<file path="src/rtl/hazard_ctrl_pkg.sv">
// Shared types and constants for the pipeline hazard controller.
// The load-use test lives here so other pipeline blocks can reuse it.
package hazard_ctrl_pkg;

   localparam logic [6:0] OP_LOAD = 7'b0000011;

   typedef enum logic {
      ST_RUN     = 1'b0,
      ST_MC_BUSY = 1'b1
   } hz_state_e;

   typedef struct packed {
      logic stall_pc;
      logic stall_if_id;
      logic stall_id_ex;
      logic stall_ex_mem;
      logic flush_if_id;
      logic flush_id_ex;
      logic flush_ex_mem;
      logic flush_mem_wb;
   } hz_strobes_t;

   // A load in EX whose rd feeds the ID instruction cannot forward in time.
   function automatic logic is_load_use(
      input logic [6:0] ex_opcode,
      input logic       ex_rd_we,
      input logic [4:0] ex_rd_addr,
      input logic       rs1_re,
      input logic [4:0] rs1_addr,
      input logic       rs2_re,
      input logic [4:0] rs2_addr
   );
      return (ex_opcode == OP_LOAD) && ex_rd_we && (ex_rd_addr != 5'd0) &&
             ((rs1_re && (rs1_addr == ex_rd_addr)) ||
              (rs2_re && (rs2_addr == ex_rd_addr)));
   endfunction

endpackage

</file>
<file path="src/rtl/hazard_ctrl_if.sv">
// Hazard-control bundle between the pipeline datapath (master) and the
// hazard controller (slave).
interface hazard_ctrl_if;

   logic       id_rs1_re;
   logic       id_rs2_re;
   logic [4:0] id_rs1_addr;
   logic [4:0] id_rs2_addr;
   logic [6:0] ex_opcode;
   logic       ex_rd_we;
   logic [4:0] ex_rd_addr;
   logic       ex_mc_op;
   logic       ex_redirect;
   logic       mem_req;
   logic       mem_ready;

   logic       stall_pc;
   logic       stall_if_id;
   logic       stall_id_ex;
   logic       stall_ex_mem;
   logic       flush_if_id;
   logic       flush_id_ex;
   logic       flush_ex_mem;
   logic       flush_mem_wb;
   logic       mc_done;
   logic       mem_timeout;
   logic       mc_busy;

   modport master (
      output id_rs1_re, id_rs2_re, id_rs1_addr, id_rs2_addr,
             ex_opcode, ex_rd_we, ex_rd_addr, ex_mc_op, ex_redirect,
             mem_req, mem_ready,
      input  stall_pc, stall_if_id, stall_id_ex, stall_ex_mem,
             flush_if_id, flush_id_ex, flush_ex_mem, flush_mem_wb,
             mc_done, mem_timeout, mc_busy
   );

   modport slave (
      input  id_rs1_re, id_rs2_re, id_rs1_addr, id_rs2_addr,
             ex_opcode, ex_rd_we, ex_rd_addr, ex_mc_op, ex_redirect,
             mem_req, mem_ready,
      output stall_pc, stall_if_id, stall_id_ex, stall_ex_mem,
             flush_if_id, flush_id_ex, flush_ex_mem, flush_mem_wb,
             mc_done, mem_timeout, mc_busy
   );

endinterface

</file>
<file path="src/rtl/hazard_ctrl.sv">
// Pipeline hazard controller: prioritised stall/flush strobes for the 5-stage
// core, the multi-cycle EX occupancy FSM and the memory-wait timeout monitor.
module hazard_ctrl
   import hazard_ctrl_pkg::*;
#(
   parameter int unsigned MC_LAT      = 4,
   parameter int unsigned MEM_TIMEOUT = 256
) (
   input logic          clk,
   input logic          rst,
   hazard_ctrl_if.slave hz
);

   localparam int unsigned CNT_W = $clog2(MC_LAT + 1);
   localparam int unsigned TO_W  = $clog2(MEM_TIMEOUT + 1);

   localparam logic [CNT_W-1:0] CNT_LOAD = CNT_W'(MC_LAT - 1);
   localparam logic [TO_W-1:0]  TO_MAX   = TO_W'(MEM_TIMEOUT);

   hz_state_e        state_q, state_d;
   logic [CNT_W-1:0] cnt_q, cnt_d;
   logic [TO_W-1:0]  tcnt_q, tcnt_d;
   logic             timeout_q, timeout_d;

   logic        mem_wait;
   logic        load_use;
   logic        mc_stall;
   logic        mc_done;
   hz_strobes_t str;

   assign mem_wait = hz.mem_req & ~hz.mem_ready;
   assign load_use = is_load_use(hz.ex_opcode, hz.ex_rd_we, hz.ex_rd_addr,
                                 hz.id_rs1_re, hz.id_rs1_addr,
                                 hz.id_rs2_re, hz.id_rs2_addr);

   // NOTE: state registers use non-blocking assignments so every flop samples
   // the pre-edge values of its neighbours, independent of process order.
   always_ff @(posedge clk) begin
      if (rst) begin
         state_q   <= ST_RUN;
         cnt_q     <= '0;
         tcnt_q    <= '0;
         timeout_q <= 1'b0;
      end else begin
         state_q   <= state_d;
         cnt_q     <= cnt_d;
         tcnt_q    <= tcnt_d;
         timeout_q <= timeout_d;
      end
   end

   // NOTE: every output of this block gets a default first, so no path
   // through the case leaves a variable unassigned and no latch is inferred.
   always_comb begin
      state_d  = state_q;
      cnt_d    = cnt_q;
      mc_stall = 1'b0;
      mc_done  = 1'b0;
      unique case (state_q)
         ST_RUN: begin
            if (hz.ex_mc_op) begin
               mc_stall = 1'b1;
               cnt_d    = CNT_LOAD;
               state_d  = ST_MC_BUSY;
            end
         end
         ST_MC_BUSY: begin
            if (cnt_q != '0) begin
               mc_stall = 1'b1;
               cnt_d    = cnt_q - 1'b1;
            end else if (!mem_wait) begin
               mc_done = 1'b1;
               state_d = ST_RUN;
            end
         end
         default: state_d = ST_RUN;
      endcase
   end

   // The run length saturates so a very long wait cannot wrap back to zero.
   always_comb begin
      tcnt_d = '0;
      if (mem_wait) begin
         tcnt_d = (tcnt_q == TO_MAX) ? tcnt_q : tcnt_q + 1'b1;
      end
      timeout_d = timeout_q | (tcnt_d == TO_MAX);
   end

   always_comb begin
      str = '0;
      if (mem_wait) begin
         str.stall_pc     = 1'b1;
         str.stall_if_id  = 1'b1;
         str.stall_id_ex  = 1'b1;
         str.stall_ex_mem = 1'b1;
         str.flush_mem_wb = 1'b1;
      end else if (mc_stall) begin
         str.stall_pc     = 1'b1;
         str.stall_if_id  = 1'b1;
         str.stall_id_ex  = 1'b1;
         str.flush_ex_mem = 1'b1;
      end else if (hz.ex_redirect) begin
         str.flush_if_id  = 1'b1;
         str.flush_id_ex  = 1'b1;
      end else if (load_use) begin
         str.stall_pc     = 1'b1;
         str.stall_if_id  = 1'b1;
         str.flush_id_ex  = 1'b1;
      end
      if (rst) begin
         str = '0;
      end
   end

   assign hz.stall_pc     = str.stall_pc;
   assign hz.stall_if_id  = str.stall_if_id;
   assign hz.stall_id_ex  = str.stall_id_ex;
   assign hz.stall_ex_mem = str.stall_ex_mem;
   assign hz.flush_if_id  = str.flush_if_id;
   assign hz.flush_id_ex  = str.flush_id_ex;
   assign hz.flush_ex_mem = str.flush_ex_mem;
   assign hz.flush_mem_wb = str.flush_mem_wb;
   assign hz.mc_done      = mc_done & ~rst;
   assign hz.mc_busy      = (state_q == ST_MC_BUSY) & ~rst;
   assign hz.mem_timeout  = timeout_d & ~rst;

endmodule

</file>
<file path="src/flat_wrapper.sv">
// flat-port wrapper written by rule: the top's interface ports become plain ports
module hazard_ctrl_flat import hazard_ctrl_pkg::*;
#(
   parameter int unsigned MC_LAT      = 4,
   parameter int unsigned MEM_TIMEOUT = 256
)
  (clk, rst, hz_id_rs1_re, hz_id_rs2_re, hz_id_rs1_addr, hz_id_rs2_addr, hz_ex_opcode, hz_ex_rd_we, hz_ex_rd_addr, hz_ex_mc_op, hz_ex_redirect, hz_mem_req, hz_mem_ready, hz_stall_pc, hz_stall_if_id, hz_stall_id_ex, hz_stall_ex_mem, hz_flush_if_id, hz_flush_id_ex, hz_flush_ex_mem, hz_flush_mem_wb, hz_mc_done, hz_mem_timeout, hz_mc_busy);
  hazard_ctrl_if hz_i ();
  input logic clk;
  input logic rst;
  input wire logic [$bits(hz_i.id_rs1_re)-1:0] hz_id_rs1_re;
  input wire logic [$bits(hz_i.id_rs2_re)-1:0] hz_id_rs2_re;
  input wire logic [$bits(hz_i.id_rs1_addr)-1:0] hz_id_rs1_addr;
  input wire logic [$bits(hz_i.id_rs2_addr)-1:0] hz_id_rs2_addr;
  input wire logic [$bits(hz_i.ex_opcode)-1:0] hz_ex_opcode;
  input wire logic [$bits(hz_i.ex_rd_we)-1:0] hz_ex_rd_we;
  input wire logic [$bits(hz_i.ex_rd_addr)-1:0] hz_ex_rd_addr;
  input wire logic [$bits(hz_i.ex_mc_op)-1:0] hz_ex_mc_op;
  input wire logic [$bits(hz_i.ex_redirect)-1:0] hz_ex_redirect;
  input wire logic [$bits(hz_i.mem_req)-1:0] hz_mem_req;
  input wire logic [$bits(hz_i.mem_ready)-1:0] hz_mem_ready;
  output wire logic [$bits(hz_i.stall_pc)-1:0] hz_stall_pc;
  output wire logic [$bits(hz_i.stall_if_id)-1:0] hz_stall_if_id;
  output wire logic [$bits(hz_i.stall_id_ex)-1:0] hz_stall_id_ex;
  output wire logic [$bits(hz_i.stall_ex_mem)-1:0] hz_stall_ex_mem;
  output wire logic [$bits(hz_i.flush_if_id)-1:0] hz_flush_if_id;
  output wire logic [$bits(hz_i.flush_id_ex)-1:0] hz_flush_id_ex;
  output wire logic [$bits(hz_i.flush_ex_mem)-1:0] hz_flush_ex_mem;
  output wire logic [$bits(hz_i.flush_mem_wb)-1:0] hz_flush_mem_wb;
  output wire logic [$bits(hz_i.mc_done)-1:0] hz_mc_done;
  output wire logic [$bits(hz_i.mem_timeout)-1:0] hz_mem_timeout;
  output wire logic [$bits(hz_i.mc_busy)-1:0] hz_mc_busy;
  assign hz_i.id_rs1_re = hz_id_rs1_re;
  assign hz_i.id_rs2_re = hz_id_rs2_re;
  assign hz_i.id_rs1_addr = hz_id_rs1_addr;
  assign hz_i.id_rs2_addr = hz_id_rs2_addr;
  assign hz_i.ex_opcode = hz_ex_opcode;
  assign hz_i.ex_rd_we = hz_ex_rd_we;
  assign hz_i.ex_rd_addr = hz_ex_rd_addr;
  assign hz_i.ex_mc_op = hz_ex_mc_op;
  assign hz_i.ex_redirect = hz_ex_redirect;
  assign hz_i.mem_req = hz_mem_req;
  assign hz_i.mem_ready = hz_mem_ready;
  assign hz_stall_pc = hz_i.stall_pc;
  assign hz_stall_if_id = hz_i.stall_if_id;
  assign hz_stall_id_ex = hz_i.stall_id_ex;
  assign hz_stall_ex_mem = hz_i.stall_ex_mem;
  assign hz_flush_if_id = hz_i.flush_if_id;
  assign hz_flush_id_ex = hz_i.flush_id_ex;
  assign hz_flush_ex_mem = hz_i.flush_ex_mem;
  assign hz_flush_mem_wb = hz_i.flush_mem_wb;
  assign hz_mc_done = hz_i.mc_done;
  assign hz_mem_timeout = hz_i.mem_timeout;
  assign hz_mc_busy = hz_i.mc_busy;
  hazard_ctrl #(.MC_LAT(MC_LAT), .MEM_TIMEOUT(MEM_TIMEOUT)) u_core (.clk(clk), .rst(rst), .hz(hz_i));
endmodule
</file>
<file path="config.mk">
export PLATFORM = sky130hd
export DESIGN_NAME = hazard_ctrl_flat
export DESIGN_NICKNAME = d
export VERILOG_FILES = /design/src/rtl/hazard_ctrl_pkg.sv /design/src/rtl/hazard_ctrl_if.sv /design/src/rtl/hazard_ctrl.sv /design/src/flat_wrapper.sv
export SDC_FILE = /design/constraint.sdc
export NUM_CORES = 1
export LEC_CHECK = 0
export CORE_UTILIZATION = 35
export CTS_CLUSTER_DIAMETER = 100
export CTS_CLUSTER_SIZE = 16
export DETAILED_ROUTE_END_ITERATION = 8
export HOLD_SLACK_MARGIN = 0.08
export PLACE_DENSITY = 0.64
export SETUP_SLACK_MARGIN = 0.05
export SLEW_MARGIN = 20
export SYNTH_ARGS = -nofsm -noshare
export SYNTH_HDL_FRONTEND = slang
export SYNTH_SLANG_ARGS = --single-unit
</file>
<file path="constraint.sdc">
create_clock -name clk -period 3.68 [get_ports clk]
set_input_delay 1.104 -clock clk [delete_from_list [all_inputs] [get_ports clk]]
set_output_delay 1.104 -clock clk [all_outputs]
set_load 0.05 [all_outputs]
</file>
==> results by group <==
Status
  – Status: completed

Logic synthesis
  – Mean Syn Cell Area: 7.981 um2
  – Syn_nets: 159
  – Syn Std Cell Area: 989.7 um2
  – Post-synthesis cell type count: 34
  – Seq/Total Area, Yosys: 28.32%
  – Ys Warns: 0
  – Top cells by area, synth: dfxtp_1 28%, xor2_1 11%, nor2_1 6.4%
  – Yosys top cell area share: 28.32%
  – Synthesized instance count: 124
  – Synthesized flop and latch total: 14
  – Synth area leader: dfxtp_1

Hold path
  – Hold crit path type: flop to flop

Clocking
  – H-tree depth: 1
  – Number of CTS-inserted buffers: 3
  – Clock-pin transition on the worst setup and hold timing paths: 0.09 ns
  – Clk_lat worst skew: 0.28 ns
  – CTS sink cnt: 14
  – Root buffer cell: clkbuf_4
  – CTS tree: done
  – Longest Clk Path Bufs: 2

Placed design
  – HPWL Detailed: 2032 um
  – Pre-CTS WS: -0.4684 ns
  – Port Buffers: 41
  – GP Congestion: 0.8497

Finish
  – Most frequent cells in the layout: 16 x nor2_1, 14 x dfxtp_1, 11 x xor2_1, 11 x clkdlybuf4s50_1, 11 x buf_12
  – Core Util, Final: 64.47%
  – Commonest non-fill, non-tap cell in the layout: nor2_1
  – Share of layout cells above drive strength 1: 27.75%
  – N_diodes: 0
  – Layout area overhead: 67.26%
  – Final nets: 209

Critical path
  – Crit-path cells: buf_6, xor2_1, nor4_2, nand3_1, a221o_1, o21bai_4, buf_12
  – Slowest-stage cell, CP: a221o_1
  – Critical path class: input pin to output pin
  – Largest stage delay, worst path: 0.40 ns
  – Data arrival, critical path: 2.51 ns
  – Critical path's top delay family: compound AO/OA/AOI/OAI gates
  – Data required, critical path: 2.58 ns
  – Buf/Inv on CP: 2
  – Worst setup EP type: output pin
  – Startpoint types: input pin
  – CP max FO: 2

STA
  – Actual slew at the worst max-slew pin: 0.3684 ns
  – Fin. Hold Viols: 0
  – RSZ-0062 raised after global routing: yes
  – Hold Slack: 0.4869 ns
  – Slew Viols, Final: 0
  – Setup WS post-layout: 0.06514 ns
  – Min Tclk post-route: 3.615 ns
  – TNS Setup: 0 ns
  – Maximum clock rate: 0.2766 GHz
  – Setup Skew: 0.006395 ns
  – Crit share post-route: 98.23%
  – Slew HR: 75.25%
  – Setup violators final: 0

Floorplan
  – Die area: 3044 um2
  – Initial Utilization: 38.55%
  – Chip Height: 55.18 um
  – Core ar.: 2567 um2
  – I/O pin total: 42
  – Row cnt: 18
  – Die X: 55.18 um

Detailed routing
  – Pre-Repair DR Iteration Count: 4
  – Routed WL per cell: 12.79 um
  – Detailed Route WL: 2596 um
  – Via-to-Cell Ratio: 5.025
  – Final ANT Viol Nets: 0
  – Vias: 1,020
  – Initial DRC count: 9
  – Residual DRC count: 0

Global routing
  – Vias in the first global route: 944
  – GRT Resource Usage Total: 19.67%
  – Initial antenna violation count: 0
  – First-pass GRT wire length: 4181 um
  – Largest net degree at the start of global routing: 10
  – Grt ovf: 0

Power and ir drop
  – Pwr dens: 257.6 nW/um2
  – Worst IR drop on VDD: 0.2312 mV
  – Leakage: 0.6960 nW

Job
  – Max-cap viol count: 0
-- cell families after synthesis --
kind of cell               synth area share (%)
AOI/OAI and AO/OA                         14.03
xor gates and xnor gates                  15.04
and+or+nand+nor                           30.09
adders and majority gates                 5.057
muxes                                     1.011
buffers and inverters                     6.447
DFF                                       28.32
-- path summary, 6_finish.rpt --
check	endpoint	startpoint	slack, ns	cells after the start
max reg2reg	u_core.timeout_q	u_core.tcnt_q[4]	1.74	5
min reg2reg	u_core.timeout_q	u_core.timeout_q	0.49	1
max	hz_stall_if_id	hz_id_rs2_addr[2]	0.07	7
min	u_core.timeout_q	u_core.timeout_q	0.49	1
-- area by class of cell --
| class | count | area, um2 |
|---|---|---|
| fill | 235 | 912.1 |
| tap | 30 | 37.54 |
| multi-input combinational | 97 | 710.7 |
| sequential | 14 | 280.3 |
| timing repair buffer | 51 | 564.3 |
| inverter | 7 | 26.28 |
| clock buffer | 4 | 36.28 |
-- per-layer routing --
metal / track usage (%) / share of wire, % / wire length, um
met5: 0 / 0 / 0
met4: 5.417 / 1.9 / 50
met3: 4.918 / 2.9 / 76
met2: 35.54 / 51 / 1328
met1: 22.71 / 44 / 1142
-- registers in the layout (all words and copies together), names as in the netlist --
register          flops
u_core.cnt_q          3
u_core.tcnt_q         9
u_core.timeout_q      1
u_core.state_q        1
-- per-stage QoR --
stage / total power [mW] / instances / cell area (um2)
final: 0.4265 / 203 / 1655
after floorplan: 0.2319 / 124 / 997.2
after global routing: 0.4505 / 203 / 1655
after CTS: 0.4259 / 201 / 1605
after global placement: 0.3140 / 197 / 1578
after detailed placement: 0.3164 / 197 / 1578
-- cell usage after synthesis --
master / number
buf_6: 1
and2_1: 1
nand3_1: 9
ha_1: 4
nand2_1: 5
a21oi_1: 7
xnor2_1: 5
o221a_2: 1
a32oi_1: 2
o21bai_1: 1
mux2i_1: 1
a221o_1: 1
xor2_1: 12
dfxtp_1: 14
a31oi_1: 2
nand4b_2: 1
nand4_1: 1
a211oi_1: 1
and3_1: 4
and4_1: 1
nor2_1: 17
buf_4: 2
nor4b_2: 1
clkbuf_1: 3
nand2b_1: 2
nor2b_1: 4
nor4b_1: 1
nor4_1: 2
or4_1: 1
nor3_1: 4
a32o_2: 2
nand3b_1: 1
inv_1: 7
o21ai_0: 3
-- report_power, final --
part	switching, mW	internal, mW
combinational	0.0722	0.0807
clock	0.0522	0.0602
sequential	0.00474	0.156
-- repair_timing --
| action | CTS | global route |
|---|---|---|
| gates cloned | 0 | 0 |
| hold buffers | 0 | 0 |
| pin swaps | 16 | 4 |
| gates resized for setup | 55 | 10 |
| buffers inserted | 0 | 2 |
| endpoints found under the setup margin | 3 | 5 |
Note: power is estimated with default switching activity, not from simulation.
==> patch 1, RTL diff (same flow settings) <==
`MEM_TIMEOUT` is set to 256 in 2 places; all go to 128.
--- a/src/rtl/hazard_ctrl.sv
+++ b/src/rtl/hazard_ctrl.sv
@@ -6,3 +6,3 @@
    parameter int unsigned MC_LAT      = 4,
-   parameter int unsigned MEM_TIMEOUT = 256
+   parameter int unsigned MEM_TIMEOUT = 128
 ) (
--- a/src/flat_wrapper.sv
+++ b/src/flat_wrapper.sv
@@ -4,3 +4,3 @@
    parameter int unsigned MC_LAT      = 4,
-   parameter int unsigned MEM_TIMEOUT = 256
+   parameter int unsigned MEM_TIMEOUT = 128
 )
Behaviour: no difference found for any inputs over 10 cycles, from zero or initial values and one cycle with rst high; that may be too few to reach the edited logic, so the function may still have changed.
==> patch 1 against the original RTL <==
  * Power shrank 6.3%
  * Combinational power increased by 4%
  * Cell area increased by 2.3%
  * Routed wire length grew 1.1%
  * Area after synthesis shrank 0.76%
  * Sequential cell count decreased by 1
  * Register-to-register slack got worse by 0.03 ns
  * Worst setup slack gained 0.0017 ns
==> patch 1: results (changes against the original RTL) <==
| Metric | Value |
|---|---|
| Status | finished, final reports clean |
| Root Driver | clkbuf_4 |
| Yosys warns | 0 (unchanged) |
| Slew of the pin with the lowest slew margin | 0.353 ns (-0.0149 ns) |
| Regs by FF count | u_core.tcnt_q (8), u_core.cnt_q (3) |
| Iter 0 DRT Violations | 8 (-1) |
| Grt total ovfl | 0 (unchanged) |
| Dpl hpwl | 2.14 mm (+5.4%) |
| # H-tree levels | 1 (unchanged) |
| CP arrival | 2.51 ns (about the same) |
| Vias | 1011 (-0.88%) |
| CTS clock-pin slew for the worst setup and hold paths | 0.08 ns |
| Number of instances in the placed design | 197 (unchanged) |
| Post-synthesis cell type count | 38 (+12%) |
| RD Place Congestion | 0.724 (-15%) |
| Most common library cells after synthesis | nor2_1, dfxtp_1, xor2_1 |
| Seq/Total Area, Yosys | 0.265 (-0.0182) |
| Met2 WL post-DR | 1.38 mm (+3.8%) |
| DRT met1 WL | 1.07 mm (-6.4%) |
| Nets | 208 (-0.48%) |
| Leak | 0.692 nW (-0.52%) |
| Via-to-Cell Ratio | 5.00 (-0.39%) |
| Setup WS pre-CTS | -0.446 ns (+0.0221 ns) |
| Total track usage | 0.192 (-0.00456) |
| Layout cells sized above 1 | 0.343 (+0.0656) |
| Post-DR wirelength/cell | 13.0 um (+1.6%) |
| Hold Crit Class | reg2reg |
| Max Root-Sink Buffers | 2 (unchanged) |
| First-pass DRT Iterations | 4 (unchanged) |
| Global-route wire length before repair | 4.09 mm (-2.2%) |
| Vias in the first global route | 992 (+5.1%) |
| Max IR drop VDD | 0.000235 V (+1.6%) |
| Fill cells | 223 (-5.1%) |
| Post-Syn Nets | 157 (-1.3%) |
| Share of async-settable or async-resettable flops after synthesis | 0 (unchanged) |
| Routed met3 length | 166 um (+120%) |
| Syn Area/Cell | 8.05 sq um (+0.87%) |
| Initial antenna violation count | 0 (unchanged) |
| PortBufs | 41 (unchanged) |
| Clk_skew | 0.00644 ns (+0.0000481 ns) |
| # diodes | 0 (unchanged) |
| Area contributors post-synth | dfxtp_1, xor2_1, nor2_1 |
| Area after DPL | 0.00161 sq mm (+1.8%) |
| Skew-Pair Late Insertion Delay | 0.28 ns (about the same) |
| Largest net degree at the start of global routing | 9 (-1) |
patch 1: layout make-up:
class,count,area [sq um],share of cell area
Multi-Input combinational cell,94,746,0.440
Tap cell,30,37.5,0.0222
Inverter,8,30.0,0.0177
Sequential cell,13,260,0.154
Clock buffer,4,26.3,0.0155
Timing Repair Buffer,53,594,0.351
patch 1: metal layers:
metal,global-route usage,up-vias
met5,0,-
met4,0.0375,0
met3,0.0738,2
met2,0.363,29
met1,0.199,470
li1,-,510
patch 1: logic make-up after synthesis:
kind of cell	count (synthesis)	synth area share
xor+xnor	19	0.177
flops	13	0.265
mux	1	0.0102
compound gates	16	0.111
fa+ha+maj	4	0.0510
simple gates	54	0.312
buf+inv	15	0.0739
patch 1: timing repair:
action	in CTS	in global routing
endpoints found under the hold margin	0	0
resized for setup	59	17
cloned	0	0
setup endpoints to repair	4	5
pin swaps	17	7
setup buffers	0	1
patch 1: path summary, 6_finish.rpt:
path | to | slack [ns] | start | cells after the start
worst max-delay path | hz_flush_id_ex | 0.07 | hz_id_rs1_addr[2] | 7
worst min-delay path | u_core.cnt_q[1]$_SDFFE_PP0P_ | 0.50 | u_core.cnt_q[1]$_SDFFE_PP0P_ | 2
worst max register to register | u_core.timeout_q$_SDFF_PP0_ | 1.71 | u_core.tcnt_q[0]$_SDFF_PP0_ | 7
worst min register to register | u_core.cnt_q[1]$_SDFFE_PP0P_ | 0.50 | u_core.cnt_q[1]$_SDFFE_PP0P_ | 2
patch 1: report_power, final:
part	switching, W	internal (W)
Combinational	0.0000751	0.0000841
Clock	0.0000479	0.0000420
Sequential	0.00000496	0.000146
Total	0.000128	0.000272
patch 1: critical path, stage by stage:
cell	delay [ns]
buf_6	0.09
xor2_1	0.15
nor4_2	0.31
nand3_1	0.10
a221o_1	0.38
a21oi_2	0.22
buf_12	0.16
==> patch 2, RTL diff (config.mk and constraints unchanged) <==
Without the edit above. Make the reset (`rst`) asynchronous in one clocked block.
--- a/src/rtl/hazard_ctrl.sv
+++ b/src/rtl/hazard_ctrl.sv
@@ -37,3 +37,3 @@
    // the pre-edge values of its neighbours, independent of process order.
-   always_ff @(posedge clk) begin
+   always_ff @(posedge clk or posedge rst) begin
       if (rst) begin
Function: no difference found for any inputs over 10 cycles, from zero or initial values and one cycle with rst high; that may be too few to reach the edited logic, so the function may still have changed.
==> patch 2 against the original RTL <==
  * Fmax is 0.61% lower
  * Worst setup slack got worse by 0.022 ns
  * Routed wire length increased by 11%
  * Hold slack better by 0.031 ns
  * Sequential share of layout area grew 2.2 points
  * Cell area grew 11%
  * Count of clock-buffer cells in the layout did not move
  * Non-clock buffer count is the same
  * Global-route usage down 0.97 points
  * Area after synthesis increased by 17%
  * Sequential cell count is the same
  * Die area rose by 17%
  * Critical endpoint is now hz_flush_id_ex
Power is not compared: it rests on default switching activity, and its combinational part moved more than twofold at a synthesized area within 25%.
==> patch 2: results (changes against the original RTL) <==
| Metric | Value |
|---|---|
| Global-route wire length before repair | 5.05 mm (+21%) |
| # diodes | 0 (unchanged) |
| Area contributors post-synth | dfrtp_1, xor2_1, nor2_1 |
| Post-synthesis cell type count | 44 (+29%) |
| Status | finished, final reports clean |
| Iter 0 DRT Violations | 19 (+10) |
| Root Driver | clkbuf_4 |
| R2r startpoint | u_core.tcnt_q[0]$_DFF_PP0_ |
| Top_reg_cell synth | dfrtp_1 |
| Post-DR wirelength/cell | 12.9 um (+0.85%) |
| Largest net degree at the start of global routing | 15 (+5) |
| Post-Syn Nets | 169 (+6.3%) |
| CP arrival | 2.53 ns (+0.02 ns) |
| FF-to-FF End | u_core.timeout_q$_DFF_PP0_ |
| Cts bufs inserted | 3 (unchanged) |
| First-pass DRT Iterations | 4 (unchanged) |
| PortBufs | 41 (unchanged) |
| Crit Path Max Fanout | 2 (unchanged) |
| Initial antenna violation count | 0 (unchanged) |
| Vias | 1091 (+7.0%) |
| Syn Area/Cell | 8.67 sq um (+8.7%) |
| Max Root-Sink Buffers | 2 (unchanged) |
| Dpl hpwl | 2.34 mm (+15%) |
| Total track usage | 0.187 (-0.00970) |
| Worst Reg2Reg Path Length in Cells | 7 (+2) |
| CTS clock-pin slew for the worst setup and hold paths | 0.08 ns |
| Clk_skew | 0.00647 ns (+0.0000794 ns) |
| Share of async-settable or async-resettable flops after synthesis | 1.00 (+1.00) |
| Register-to-register setup slack | 1.61 ns (-0.13 ns) |
| Leak | slightly below 0.8 nW |
| Most common library cells after synthesis | nor2_1, dfrtp_1, xor2_1 |
| Seq/Total Area, Yosys | 0.301 (+0.0182) |
| RD Place Congestion | 0.779 (-8.3%) |
| Regs by FF count | u_core.tcnt_q (9), u_core.cnt_q (3) |
| Max IR drop VDD | 0.000274 V |
| Hold Crit Class | reg2reg |
| Layout cells sized above 1 | 0.306 (+0.0281) |
| Crit path from | hz_id_rs2_addr[4] |
| Slew of the pin with the lowest slew margin | 0.388 ns (+0.0192 ns) |
| Area after DPL | 0.00177 sq mm (+12%) |
| Worst setup endpoint | hz_flush_id_ex |
| Skew-Pair Late Insertion Delay | 0.28 ns (about the same) |
| Drt total wl | 2.89 mm (+11%) |
| Sw Pwr | 0.000268 W |
| Yosys warns | 0 (unchanged) |
| # H-tree levels | 1 (unchanged) |
| Number of instances in the placed design | 218 (+11%) |
[patch 2: layout make-up]
type | instances | area, sq um
inverters | 7 | 26.3
clock buffers | 4 | 36.3
fillers | 289 | 1270
repair buffers | 51 | 562
well taps | 44 | 55.1
flip-flops and latches | 14 | 350
multi-input cells | 104 | 802
[patch 2: cells by family (layout without fill, tap and decap cells)]
family	Yosys count	count (layout)	synth area share
AND/OR/NAND/NOR	58	58	0.283
buffers and inverters	16	62	0.0753
AO/OA/AOI/OAI	22	22	0.139
flip-flops	14	14	0.301
multiplexers	2	2	0.0226
XOR/XNOR	18	18	0.136
adder cells (fa/ha/maj)	4	4	0.0431
[patch 2: layer usage]
layer | up-vias | track usage | part of all wire
li1 | 556 | - | -
met1 | 509 | 0.237 | 0.44
met2 | 22 | 0.326 | 0.52
met3 | 4 | 0.0480 | 0.029
met4 | 0 | 0.0266 | 0.0055
met5 | - | 0 | 0
[patch 2: repair_timing]
action | CTS | global route
pin swaps | 18 | 9
gates resized for setup | 63 | 10
endpoints found under the setup margin | 4 | 5
buffers inserted | 1 | 1
[patch 2: power by group through the flow]
stage	clock network, W	logic (W)	registers [W]
6_report	0.000112	0.000383	0.000207
4_1_cts	0.000117	0.000384	0.000206
3_3_place_gp	0	0.000374	0.000206
2_1_floorplan	0	0.000234	0.000192
5_1_grt	0.000124	0.000415	0.000211
3_5_place_dp	0	0.000385	0.000208
[patch 2: stage by stage]
stage | TNS (ns) | setup WS, ns
2_1_floorplan | -0.384 | -0.196
3_3_place_gp | -1.32 | -0.391
3_5_place_dp | -1.48 | -0.434
4_1_cts | 0 | 0.0495
5_1_grt | -0.194 | -0.0749
6_report | 0 | 0.0430
[patch 2: worst min path at each step]
stage	start	endpoint	slack [ns]	cells past startpoint
global placement	u_core.timeout_q$_DFF_PP0_	u_core.timeout_q$_DFF_PP0_	0.46	2
finish	u_core.timeout_q$_DFF_PP0_	u_core.timeout_q$_DFF_PP0_	0.52	2
floorplan	u_core.timeout_q$_DFF_PP0_	u_core.timeout_q$_DFF_PP0_	0.45	2
CTS	u_core.timeout_q$_DFF_PP0_	u_core.timeout_q$_DFF_PP0_	0.52	2
detailed placement	u_core.timeout_q$_DFF_PP0_	u_core.timeout_q$_DFF_PP0_	0.49	2
global route	u_core.timeout_q$_DFF_PP0_	u_core.timeout_q$_DFF_PP0_	0.56	2
[patch 2: worst max-delay path: stages]
cell and delay, ns:
buf_6 0.09, xor2_1 0.15, nor4_1 0.26, nand3_1 0.11, a221o_1 0.43, a21oi_2 0.22
buf_12 0.16
